`config.mk`:
```
export PLATFORM = sky130hd
export DESIGN_NAME = ps2_host_transmitter
export DESIGN_NICKNAME = d
export VERILOG_FILES = /design/src/rtl/ps2_host_transmitter.sv
export SDC_FILE = /design/constraint.sdc
export NUM_CORES = 1
export LEC_CHECK = 0
export ABC_AREA = 1
export BUFFER_PORTS_ARGS = -buffer_cell sky130_fd_sc_hd__buf_2
export CORE_AREA = 2 2 121 123
export CTS_BUF_LIST = sky130_fd_sc_hd__clkbuf_8
export DETAILED_ROUTE_END_ITERATION = 10
export DIE_AREA = 0 0 123 125
export MAX_ROUTING_LAYER = met4
export PLACE_DENSITY = 0.64
export SYNTH_ARGS = -nofsm -noshare
export SYNTH_HDL_FRONTEND = slang
export SYNTH_SLANG_ARGS = --single-unit
```
`constraint.sdc`:
```
create_clock -name system_clk -period 4.45 [get_ports system_clk]
set_input_delay 0.6675 -clock system_clk [delete_from_list [all_inputs] [get_ports system_clk]]
set_output_delay 0.6675 -clock system_clk [all_outputs]
set_load 0.03 [all_outputs]
```
`src/rtl/ps2_host_transmitter.sv`:
```
// PS/2 host-to-device transmitter.
// Queues command bytes in a small FIFO and sends each one over the
// open-drain PS/2 clock/data pair. Each frame is: inhibit, request-to-send,
// 8 data bits LSB first, odd parity, stop, then the device acknowledge.
module ps2_host_transmitter #(
   parameter int FIFO_AW        = 3,
   parameter int INHIBIT_CYCLES = 5000,
   parameter int TIMEOUT_CYCLES = 750000
) (
   input  logic       system_clk,
   input  logic       reset,
   input  logic       wr_en,
   input  logic [7:0] wr_data,
   output logic       full,
   input  logic       ps2_clk_in,
   input  logic       ps2_data_in,
   output logic       ps2_clk_oe,
   output logic       ps2_data_oe,
   output logic       busy,
   output logic       done,
   output logic       ack_err,
   output logic       timeout_err
);

   localparam int DEPTH = 1 << FIFO_AW;
   localparam int INH_W = $clog2(INHIBIT_CYCLES + 1);
   localparam int TMO_W = $clog2(TIMEOUT_CYCLES + 1);
   localparam logic [INH_W-1:0]   INH_LAST  = INH_W'(INHIBIT_CYCLES - 1);
   localparam logic [TMO_W-1:0]   TMO_LAST  = TMO_W'(TIMEOUT_CYCLES - 1);
   localparam logic [FIFO_AW:0]   FIFO_FULL = (FIFO_AW + 1)'(DEPTH);

   typedef enum logic [2:0] {IDLE, INHIBIT, REQ, SEND, ACK, WAIT_IDLE} state_t;

   // line synchroniser
   logic clk_meta, clk_sync, clk_prev;
   logic data_meta, data_sync;
   logic fall;

   // command FIFO
   logic [7:0]         mem [DEPTH];
   logic [FIFO_AW-1:0] wr_ptr, rd_ptr;
   logic [FIFO_AW:0]   count;
   logic [7:0]         head;
   logic               push, pop;

   // frame engine
   state_t             state_q, state_d;
   logic [7:0]         shift_q, shift_d;
   logic               par_q, par_d;
   logic [3:0]         bit_cnt_q, bit_cnt_d;
   logic [INH_W-1:0]   inh_cnt_q, inh_cnt_d;
   logic [TMO_W-1:0]   timer_q, timer_d;
   logic               clk_oe_q, clk_oe_d;
   logic               data_oe_q, data_oe_d;
   logic               ack_ok_q, ack_ok_d;
   logic               done_q, done_d;
   logic               ack_err_q, ack_err_d;
   logic               tmo_q, tmo_d;

   // Two-flop synchronise both PS/2 lines; idle level of the bus is high.
   always_ff @(posedge system_clk or negedge reset) begin
      if (!reset) begin
         clk_meta  <= 1'b1;
         clk_sync  <= 1'b1;
         clk_prev  <= 1'b1;
         data_meta <= 1'b1;
         data_sync <= 1'b1;
      end else begin
         clk_meta  <= ps2_clk_in;
         clk_sync  <= clk_meta;
         clk_prev  <= clk_sync;
         data_meta <= ps2_data_in;
         data_sync <= data_meta;
      end
   end

   assign fall = clk_prev & ~clk_sync;

   assign full = (count == FIFO_FULL);
   assign push = wr_en & (~full | pop);
   assign head = mem[rd_ptr];

   // FIFO storage holds data only, so it needs no reset.
   always_ff @(posedge system_clk) begin
      if (push) mem[wr_ptr] <= wr_data;
   end

   // FIFO pointers and occupancy; a pop frees the slot a simultaneous push uses.
   always_ff @(posedge system_clk or negedge reset) begin
      if (!reset) begin
         wr_ptr <= '0;
         rd_ptr <= '0;
         count  <= '0;
      end else begin
         if (push) wr_ptr <= wr_ptr + FIFO_AW'(1);
         if (pop)  rd_ptr <= rd_ptr + FIFO_AW'(1);
         case ({push, pop})
            2'b10:   count <= count + (FIFO_AW + 1)'(1);
            2'b01:   count <= count - (FIFO_AW + 1)'(1);
            default: count <= count;
         endcase
      end
   end

   // Frame engine state and registered line drives / status pulses.
   always_ff @(posedge system_clk or negedge reset) begin
      if (!reset) begin
         state_q   <= IDLE;
         shift_q   <= '0;
         par_q     <= 1'b0;
         bit_cnt_q <= '0;
         inh_cnt_q <= '0;
         timer_q   <= '0;
         clk_oe_q  <= 1'b0;
         data_oe_q <= 1'b0;
         ack_ok_q  <= 1'b0;
         done_q    <= 1'b0;
         ack_err_q <= 1'b0;
         tmo_q     <= 1'b0;
      end else begin
         state_q   <= state_d;
         shift_q   <= shift_d;
         par_q     <= par_d;
         bit_cnt_q <= bit_cnt_d;
         inh_cnt_q <= inh_cnt_d;
         timer_q   <= timer_d;
         clk_oe_q  <= clk_oe_d;
         data_oe_q <= data_oe_d;
         ack_ok_q  <= ack_ok_d;
         done_q    <= done_d;
         ack_err_q <= ack_err_d;
         tmo_q     <= tmo_d;
      end
   end

   // Next-state logic: sequence one frame, with the timeout overriding any phase.
   always_comb begin
      state_d   = state_q;
      shift_d   = shift_q;
      par_d     = par_q;
      bit_cnt_d = bit_cnt_q;
      inh_cnt_d = inh_cnt_q;
      timer_d   = timer_q;
      data_oe_d = data_oe_q;
      ack_ok_d  = ack_ok_q;
      done_d    = 1'b0;
      ack_err_d = 1'b0;
      tmo_d     = 1'b0;
      pop       = 1'b0;

      case (state_q)
         IDLE: begin
            data_oe_d = 1'b0;
            if (count != '0) begin
               pop       = 1'b1;
               shift_d   = head;
               par_d     = ~^head;
               ack_ok_d  = 1'b0;
               inh_cnt_d = '0;
               state_d   = INHIBIT;
            end
         end
         INHIBIT: begin
            if (inh_cnt_q == INH_LAST) begin
               data_oe_d = 1'b1;
               state_d   = REQ;
            end else begin
               inh_cnt_d = inh_cnt_q + INH_W'(1);
            end
         end
         REQ: begin
            bit_cnt_d = '0;
            timer_d   = '0;
            state_d   = SEND;
         end
         SEND: begin
            if (fall) begin
               bit_cnt_d = bit_cnt_q + 4'd1;
               if (bit_cnt_q < 4'd8) begin
                  data_oe_d = ~shift_q[bit_cnt_q[2:0]];
               end else if (bit_cnt_q == 4'd8) begin
                  data_oe_d = ~par_q;
               end else begin
                  data_oe_d = 1'b0;
                  state_d   = ACK;
               end
            end
         end
         ACK: begin
            if (fall) begin
               ack_ok_d  = ~data_sync;
               ack_err_d = data_sync;
               state_d   = WAIT_IDLE;
            end
         end
         WAIT_IDLE: begin
            if (clk_sync && data_sync) begin
               done_d  = ack_ok_q;
               state_d = IDLE;
            end
         end
         default: state_d = IDLE;
      endcase

      // Device-paced phases are bounded from the moment the clock is released.
      if (state_q == SEND || state_q == ACK || state_q == WAIT_IDLE) begin
         timer_d = timer_q + TMO_W'(1);
         if (timer_q == TMO_LAST) begin
            state_d   = IDLE;
            data_oe_d = 1'b0;
            done_d    = 1'b0;
            ack_err_d = 1'b0;
            tmo_d     = 1'b1;
         end
      end

      clk_oe_d = (state_d == INHIBIT) || (state_d == REQ);
   end

   assign ps2_clk_oe  = clk_oe_q;
   assign ps2_data_oe = data_oe_q;
   assign busy        = (state_q != IDLE);
   assign done        = done_q;
   assign ack_err     = ack_err_q;
   assign timeout_err = tmo_q;

endmodule

```
# Yosys cells after proc, flatten, opt, wreduce, memory -nomap -nowiden
# Memory sizes are Yosys's and may differ from the RTL's.
# Cells that the tools add are included.
# W data, S select, Z words.
[word_totals] regBits=70 ram_bits=64 input_bits=13 elab_cells=116 memories=1
[classes] addsub=7 order_cmp=2 n_eq_ne=17 muxes=44 bitwise=8 reduce_logical=17
[memory_table] memory="mem" depth=8 width=8 read_ports=1 rd_ports_with_merged_regs=0 wr=1 line_no="40" rtl="logic [7:0] mem [DEPTH];"
[op_table] op="$mux W20" count=2
[op_table] op="$mux W3" count=9
[op_table] op="$mux W13" count=2
[op_table] op="$pmux W13 S2" count=1
[op_table] op="$mux W1" count=23
[op_table] op="$add A20 B1 Y20 const B" count=1
[op_table] op="$eq A20 B20 Y1 const B" count=1
[op_table] op="$pmux W3 S6" count=1
[op_table] op="$pmux W4 S2" count=2
[op_table] op="$add A13 B1 Y13 const B" count=1
[op_table] op="$eq A13 B13 Y1 const B" count=1
[op_table] op="$reduce_bool A2 Y1" count=5
[op_table] op="$eq A3 B2 Y1 const B" count=3
[op_table] op="$add A4 B1 Y4 const B" count=2
[op_table] op="$eq A4 B4 Y1 const B" count=2
[op_table] op="$ne A2 B2 Y1 const B" count=4
[op_table] op="$reduce_xnor A8 Y1" count=1
[op_table] op="$add A3 B1 Y3 const B" count=2
[op_table] op="$eq A3 B1 Y1 const B" count=2
[op_table] op="$eq A3 B3 Y1 const B" count=2
[op_table] op="$reduce_and A3 Y1" count=2
[op_table] op="$not A1 Y1" count=5
[op_table] op="$lt A3 B4 Y1 const B" count=1
[op_table] op="$lt A4 B4 Y1 const B" count=1
[op_table] op="15 further kinds" count=19

# Depth between registers and ports, before layout
# Gate-level depths: netlist of the first run.
[depth] word_depth=9 ltp_mapped=16 ltp_nobuf=14

# Worst setup path before layout of the first run
# OpenSTA, ideal clock, no wires.
[synth_path] path_type="flip-flop to flip-flop" start="register count[1]" end="memory mem[1][0] (enable)" arrival_ns=2.084 required_ns=4.177 setup_slack_ns=2.093 path_stages_with_launch=5 path_cell_list="dfrtp_1 nor4_1 a21oi_2 nand2_1 nor2_1"
[synth_via] word_cells_on_any_way=9 cone_classes="eq/ne: 1; mux: 4; bitwise: 3; reduce/logical: 1"
[synth_rtl] element="from (decl)" line_no="42" rtl="logic [FIFO_AW:0] count;"
[synth_rtl] element="from (signal assigned)" line_no="98" rtl="2'b10: count <= count + (FIFO_AW + 1)'(1);"
[synth_rtl] element="from (signal assigned)" line_no="99" rtl="2'b01: count <= count - (FIFO_AW + 1)'(1);"
[synth_rtl] element="from (signal assigned)" line_no="100" rtl="default: count <= count;"
[synth_rtl] element="$eq A4 B4 Y1" line_no="79" rtl="assign full = (count == FIFO_FULL);"
[synth_rtl] element="named net full" line_no="14" rtl="output logic full,"
[synth_rtl] element="$not A1 Y1" line_no="80" rtl="assign push = wr_en & (~full | pop);"
[synth_rtl] element="$or A1 B1 Y1" line_no="80"
[synth_rtl] element="$and A1 B1 Y1" line_no="80"
[synth_rtl] element="$mux W1" line_no="85" rtl="if (push) mem[wr_ptr] <= wr_data;"
[synth_rtl] element="$mux W1 (implied by the code)" line_no="85"
[synth_rtl] element="to (decl)" line_no="40"
# The timed path passes the listed nets, and every way through them passes these cells.

# Final worst setup path of the first run
[layout_path] start="register state_q[1]" end="memory mem[1][5] (enable)"
[layout_via] elab_chain_cells=6
[layout_lines] element="from (decl)" line_no="47" rtl="state_t state_q, state_d;"
[layout_lines] element="from (signal assigned)" line_no="121" rtl="state_q <= state_d;"
[layout_lines] element="$logic_not A3 Y1" line_no="151" rtl="case (state_q)"
[layout_lines] element="$mux W1" line_no="151"
[layout_lines] element="$or A1 B1 Y1" line_no="80"
[layout_lines] element="$and A1 B1 Y1" line_no="80"
[layout_lines] element="$mux W1" line_no="85"
[layout_lines] element="$mux W1 (implied by the code)" line_no="85"
# No other way between the ends.

==> results.cfg, run 1 <==
[clock_network]
clkTransAtPathRegs_ns = 0.08
numCtsBuffers = 17
hold_buffers = 0
post_cts_buffers = 0
cts_resized = 0
cts_tree = yes
clock_path_buffers = 2
cts_sinks = 134
cts_max_level = 4
root_buffer = clkbuf_8
clkLatencyLatePin_ns = 0.45

[flow_run]
max_cap_viol_count = 0

[global_route]
grt_overflow_total = 0
antenna_found_initial = 0
grt_pass1_vias = 4958
grt_pass1_wl_um = 24500
grt_start_max_net_pins = 52
grt_usage_pct = 21.2

[routing]
drtAntennaViolNets = 0
postRouteWirelength_um = 14500
dr.pass1.iters = 5
drc = 0
drtIter0Drc = 402
drt-vias-per-instance = 5.06
vias = 5044
wl_per_cell_um = 14.6

[synthesis]
syn-num-nets = 800
ys_seq_area_share_pct = 54.7
yosys.cell_count.top_type = nand2_1
async_flop_share_pct = 52.2
yosysTopAreaCell = edfxtp_1
post_synth.cell_area_avg_sq_um = 8.65
syn_area_sq_um = 6730
synth_common_cells = nand2_1 (255), inv_1 (102), dfrtp_1 (65), edfxtp_1 (64), nand3_1 (48)
syn-instance-count = 778
netlist.area_leader.share_pct = 28.6
synth_top_cells_by_area = edfxtp_1 (29%), dfrtp_1 (24%), nand2_1 (14%)
ys.flop_type = dfrtp_1
synth_warnings = 0
synth_edf_count = 64
yosys.cell_types.count = 45
ys_ff_latch = 134

[cells_and_area]
drive_above_1_share_pct = 11.7
fillers = 1336
diodes = 0
nNetsFinal = 822
finish.utilization_pct = 51.7
area_delta_synth_final_pct = 9.17

[setup_path]
worst_setup_path_start_kind = flip-flop
required_ns = 4.53
arrival_ns = 2.60
critPathMaxFanout = 26
worstRegToRegCells = 7
critPathCaptureType = flip-flop
crit_type = reg2reg

[floorplanning]
boundaryPins = 20
die-height_um = 125
die_w_um = 123
rows = 44
core-area_sq_um = 14200
initial_core_util_pct = 47.4
die_area_sq_um = 15400

[timing]
worst_pin_slew_ns = 0.663
rsz0062_at_grt = false
finalSetupViolations = 0
fin_crit_ns = 2.53
hold_slack_ns = 0.162
slew_headroom_pct = 55.8
post-route-period-util_pct = 56.8
tns_ns = 0
hold_violations = 0
drv_slew = 0
fmax_mhz = 396
final.setup_skew_ns = 0.0125

[run_status]
outcome = finished, final reports clean

[power_and_ir_drop]
p_per_area_nw_per_um2 = 525
p_leak_uw = 0.00345
ir_worst_vdd_uv = 271

[placed_design]
port_buffers = 19
place_congestion = 0.890
dpl.hpwl_um = 10700

[hold_path]
min_path_type = in2async
==> through the flow <==
stage                     power, uW  cells  area (sq um)  setup slack (ns)
after floorplan                2610    778          6730              2.09
after global placement         2860    965          6960              2.01
after detailed placement       2890    965          6960              1.87
after CTS                      3890    997          7350              1.87
after global routing           4150    997          7350              1.62
final                          3860    997          7350              1.92
==> worst max-delay path: stages, from the launching register on <==
cell     delay, ns
dfrtp_1       0.44
inv_2         0.11
nand2_2       0.07
nor2_2        0.12
nand2_2       0.29
a21oi_2       0.40
nand2_1       0.19
nor2_1        0.55
==> layout by cell type, fill, tap and decap left out, types with 2 or more instances in the layout <==
cell	netlist	routed
buf_4	7	2
dfrtp_1	65	65
nand2_2	6	6
o21ai_0	33	33
o21ai_1	6	6
nor2_1	43	43
bufinv_16	0	2
inv_1	102	103
a21oi_1	23	23
nand3_1	48	48
buf_2	9	19
clkinvlp_4	0	3
clkinv_4	0	4
nor4_1	8	8
edfxtp_1	64	64
inv_6	1	4
o211ai_1	3	3
o31ai_1	3	3
clkbuf_8	0	17
nand2_1	255	255
dfstp_2	5	5
nand2_4	4	4
ha_1	8	8
nor3_4	2	2
o22ai_1	3	3
inv_2	7	7
nor3_1	22	22
a31oi_1	4	4
clkinv_1	1	3
nand4_1	5	5
xor2_1	14	14
nor2_2	9	9
nor3_2	2	2
==> logic make-up (layout without fill, tap and decap cells) <==
| logic type | after synthesis | in the layout | synth area share (%) |
|---|---|---|---|
| simple gates | 412 | 412 | 27.2 |
| flops | 134 | 134 | 54.7 |
| buf+inv | 130 | 165 | 8.03 |
| compound gates | 78 | 78 | 6.34 |
| xor+xnor | 15 | 15 | 1.95 |
| fa+ha+maj | 9 | 9 | 1.79 |
==> worst paths after layout <==
path	slack (ns)	startpoint	end
max in group asynchronous	3.27	reset	timer_q[18]
min	0.16	reset	inh_cnt_q[6]
min in group system_clk	0.33	ps2_clk_in	clk_meta
min reg2reg	0.36	data_meta	data_sync
max	1.92	state_q[1]	mem[1][5]
max reg2reg	1.92	state_q[1]	mem[1][5]
==> per-layer routing <==
metal	track usage (%)	vias to the layer above	wire (um)	part of all wire [%]
met3	5.93	28	564	3.9
met5	-	-	0	0
li1	-	2559	-	-
met2	32.8	93	6990	48
met1	26.7	2364	6550	45
met4	7.69	0	399	2.8
==> state kept, by name, indices dropped and copies added (netlist names) <==
signal and flops:
mem 64, timer_q 20, inh_cnt_q 13, shift_q 8
bit_cnt_q 4, count 4, rd_ptr 3, state_q 3
wr_ptr 3, ack_err 1, ack_ok_q 1, clk_meta 1
clk_prev 1, clk_sync 1, data_meta 1, data_sync 1
done 1, par_q 1, ps2_clk_oe 1, ps2_data_oe 1
timeout_err 1
==> final cells by class <==
class | instances | area [sq um] | share of cell area [%]
clock buffer | 17 | 234 | 3.19
clock inverter | 15 | 155 | 2.11
inverter | 112 | 428 | 5.83
multi-input combinational | 514 | 2510 | 34.2
sequential | 134 | 3680 | 50.1
tap | 184 | 230 | 3.13
timing repair buffer | 21 | 110 | 1.50
==> power breakdown <==
| group | leakage, uW | switching, uW | total, uW | internal [uW] |
|---|---|---|---|---|
| Sequential | 0.00148 | 171 | 1680 | 1510 |
| Clock | 0.000189 | 497 | 996 | 499 |
| Combinational | 0.00178 | 812 | 1190 | 375 |
| Total | 0.00345 | 1480 | 3860 | 2380 |
(Power assumes the default switching activity.)
==> run 2, diff against run 1 <==
--- a/config.mk
+++ b/config.mk
@@ -12,7 +12,7 @@
 export DETAILED_ROUTE_END_ITERATION = 10
 export DIE_AREA = 0 0 123 125
 export MAX_ROUTING_LAYER = met4
-export PLACE_DENSITY = 0.64
+export PLACE_DENSITY = 0.66
 export SYNTH_ARGS = -nofsm -noshare
 export SYNTH_HDL_FRONTEND = slang
 export SYNTH_SLANG_ARGS = --single-unit
==> constraint.sdc (replaced) <==
create_clock -name system_clk -period 2.3 [get_ports system_clk]
set_input_delay 0.345 -clock system_clk [delete_from_list [all_inputs] [get_ports system_clk]]
set_output_delay 0.345 -clock system_clk [all_outputs]
set_load 0.03 [all_outputs]
==> run 2 against run 1 <==
- sequential cell count unchanged
- via count increased by 1.6%
- sequential power increased by 86%
- count of clock-buffer cells in the layout unchanged
- routed wire length decreased by 1.8%
- cell area increased by 1.8%
- final cell count increased by 1.4%
- power increased by 95%
- non-clock buffer count increased by 14
- critical path depth increased by 7
- first-iteration DRC count decreased by 14%
==> results.cfg, run 2 (same netlist as run 1, synthesis figures left out) <==
[floorplanning]
die_w_um = 123
initial_core_util_pct = 47.4
rows = 44
die_area_sq_um = 15400
boundaryPins = 20
die-height_um = 125
core-area_sq_um = 14200

[clock_network]
cts_max_level = 4
cts_tree = yes
cts_sinks = 134
root_buffer = clkbuf_8
numCtsBuffers = 17
clkTransAtPathRegs_ns = 0.08
clock_path_buffers = 2
post_cts_buffers = 0
clkLatencyLatePin_ns = 0.44

[timing]
fin_crit_ns = 2.06
worst_pin_slew_ns = 0.478
setup_ws_ns = 0.236
post-route-period-util_pct = 89.8
tns_ns = 0
final.setup_skew_ns = 0.00974
fmax_mhz = 484
drv_slew = 0
slew_headroom_pct = 68.1
finalSetupViolations = 0
hold_violations = 0
rsz0062_at_grt = false

[cells_and_area]
drive_above_1_share_pct = 13.2
regMostFlops = mem
largestRegisters = mem x64, timer_q x20, inh_cnt_q x13
layout_commonest_cell = nand2_1
largest_reg_flops = 64
finish.utilization_pct = 52.7
multi_input_area_sq_um = 2530
instances_no_fill = 1011
nNetsFinal = 836
layout_common_cells = nand2_1 (255), inv_1 (102), dfrtp_1 (65)
fillers = 1345
area_delta_synth_final_pct = 11.2
diodes = 0
regArea_sq_um = 3680

[power_and_ir_drop]
finalPower_uw = 7530
ir_worst_vdd_uv = 760
p_leak_uw = 0.00352
p_per_area_nw_per_um2 = 1010

[routing]
drtAntennaViolNets = 0
vias = 5125
drc = 0
drtIter0Drc = 345
postRouteWirelength_um = 14200
wl_per_cell_um = 14.1
dr.pass1.iters = 5
drt-vias-per-instance = 5.07

[run_status]
outcome = finished, final reports clean

[global_route]
grt_pass1_vias = 5042
antenna_found_initial = 0
grt_start_max_net_pins = 39
grt_usage_pct = 20.4
grt_overflow_total = 0
grt_pass1_wl_um = 23600

[setup_path]
worst_setup_path_start_kind = flip-flop
required_ns = 2.64
critPathCaptureType = flip-flop
arrival_ns = 2.41
critPathMaxFanout = 6
crit_type = reg2reg

[placed_design]
placed_cells = 976
port_buffers = 19
dp_slack_ns = 0.0918
place_congestion = 0.885
dpl.hpwl_um = 10400

[hold_path]
min_path_type = in2async

[flow_run]
max_cap_viol_count = 0
-- run 2: cell count changes in the layout (fill, tap and decap cells not counted), moves of 2 or more --
| cell | previous run | this run |
|---|---|---|
| nor2_4 | 1 | 3 |
| clkinv_4 | 4 | 2 |
| dlygate4sd3_1 | 0 | 3 |
| clkinv_2 | 0 | 2 |
| buf_4 | 2 | 13 |
-- run 2: report_power, final --
part	internal, uW	leakage (uW)	switching [uW]
clock network	965	0.000188	941
logic	792	0.00185	1700
registers	2910	0.00148	213
total	4670	0.00352	2860
-- run 2: area by class of cell --
type	count	area share, %
Clock buffer	17	3.13
Sequential cell	134	49.2
Inverter	112	5.72
Multi-Input combinational cell	514	33.9
Timing Repair Buffer	35	2.98
Clock inverter	15	2.04
Tap cell	184	3.08
-- run 2: timing repair --
item                                    CTS  global route
hold buffers                              3             0
gates resized for setup                   0             4
endpoints found under the setup margin    0             1
hold endpoints to repair                 34             0
-- run 2: layer usage --
layer	part of all wire [%]	global-route usage, %	vias up
met5	0	-	-
met4	2.3	6.48	0
met3	3.9	5.38	26
met2	49	33.0	117
met1	45	24.9	2399
li1	-	-	2583
-- run 2: worst paths after layout --
check,slack [ns],from,cells after the start,to
max,0.24,state_q[1],14,count[3]
max reg2reg,0.24,state_q[1],14,count[3]
min in group system_clk,0.23,wr_data[1],1,mem[1][1]
min reg2reg,0.36,data_meta,0,data_sync
min,0.22,reset,2,inh_cnt_q[9]
max in group asynchronous,1.39,reset,3,clk_sync
-- run 2: critical path, stage by stage, from the launching register on --
cell	delay [ns]
dfrtp_1	0.44
inv_2	0.11
nand2_2	0.08
nor2_4	0.13
nand2_4	0.11
nor2_4	0.12
ha_1	0.28
nand2_1	0.09
nand2_1	0.05
a31oi_1	0.19
nand2_1	0.07
nand2_1	0.07
nand2_1	0.06
xor2_1	0.13
inv_1	0.05
-- run 2: through the flow --
step | hold slack, ns | instance area [sq um]
2_1_floorplan | 0.0494 | 6740
3_3_place_gp | 0.149 | 7050
3_5_place_dp | 0.154 | 7050
4_1_cts | 0.199 | 7460
5_1_grt | 0.205 | 7480
6_report | 0.224 | 7480
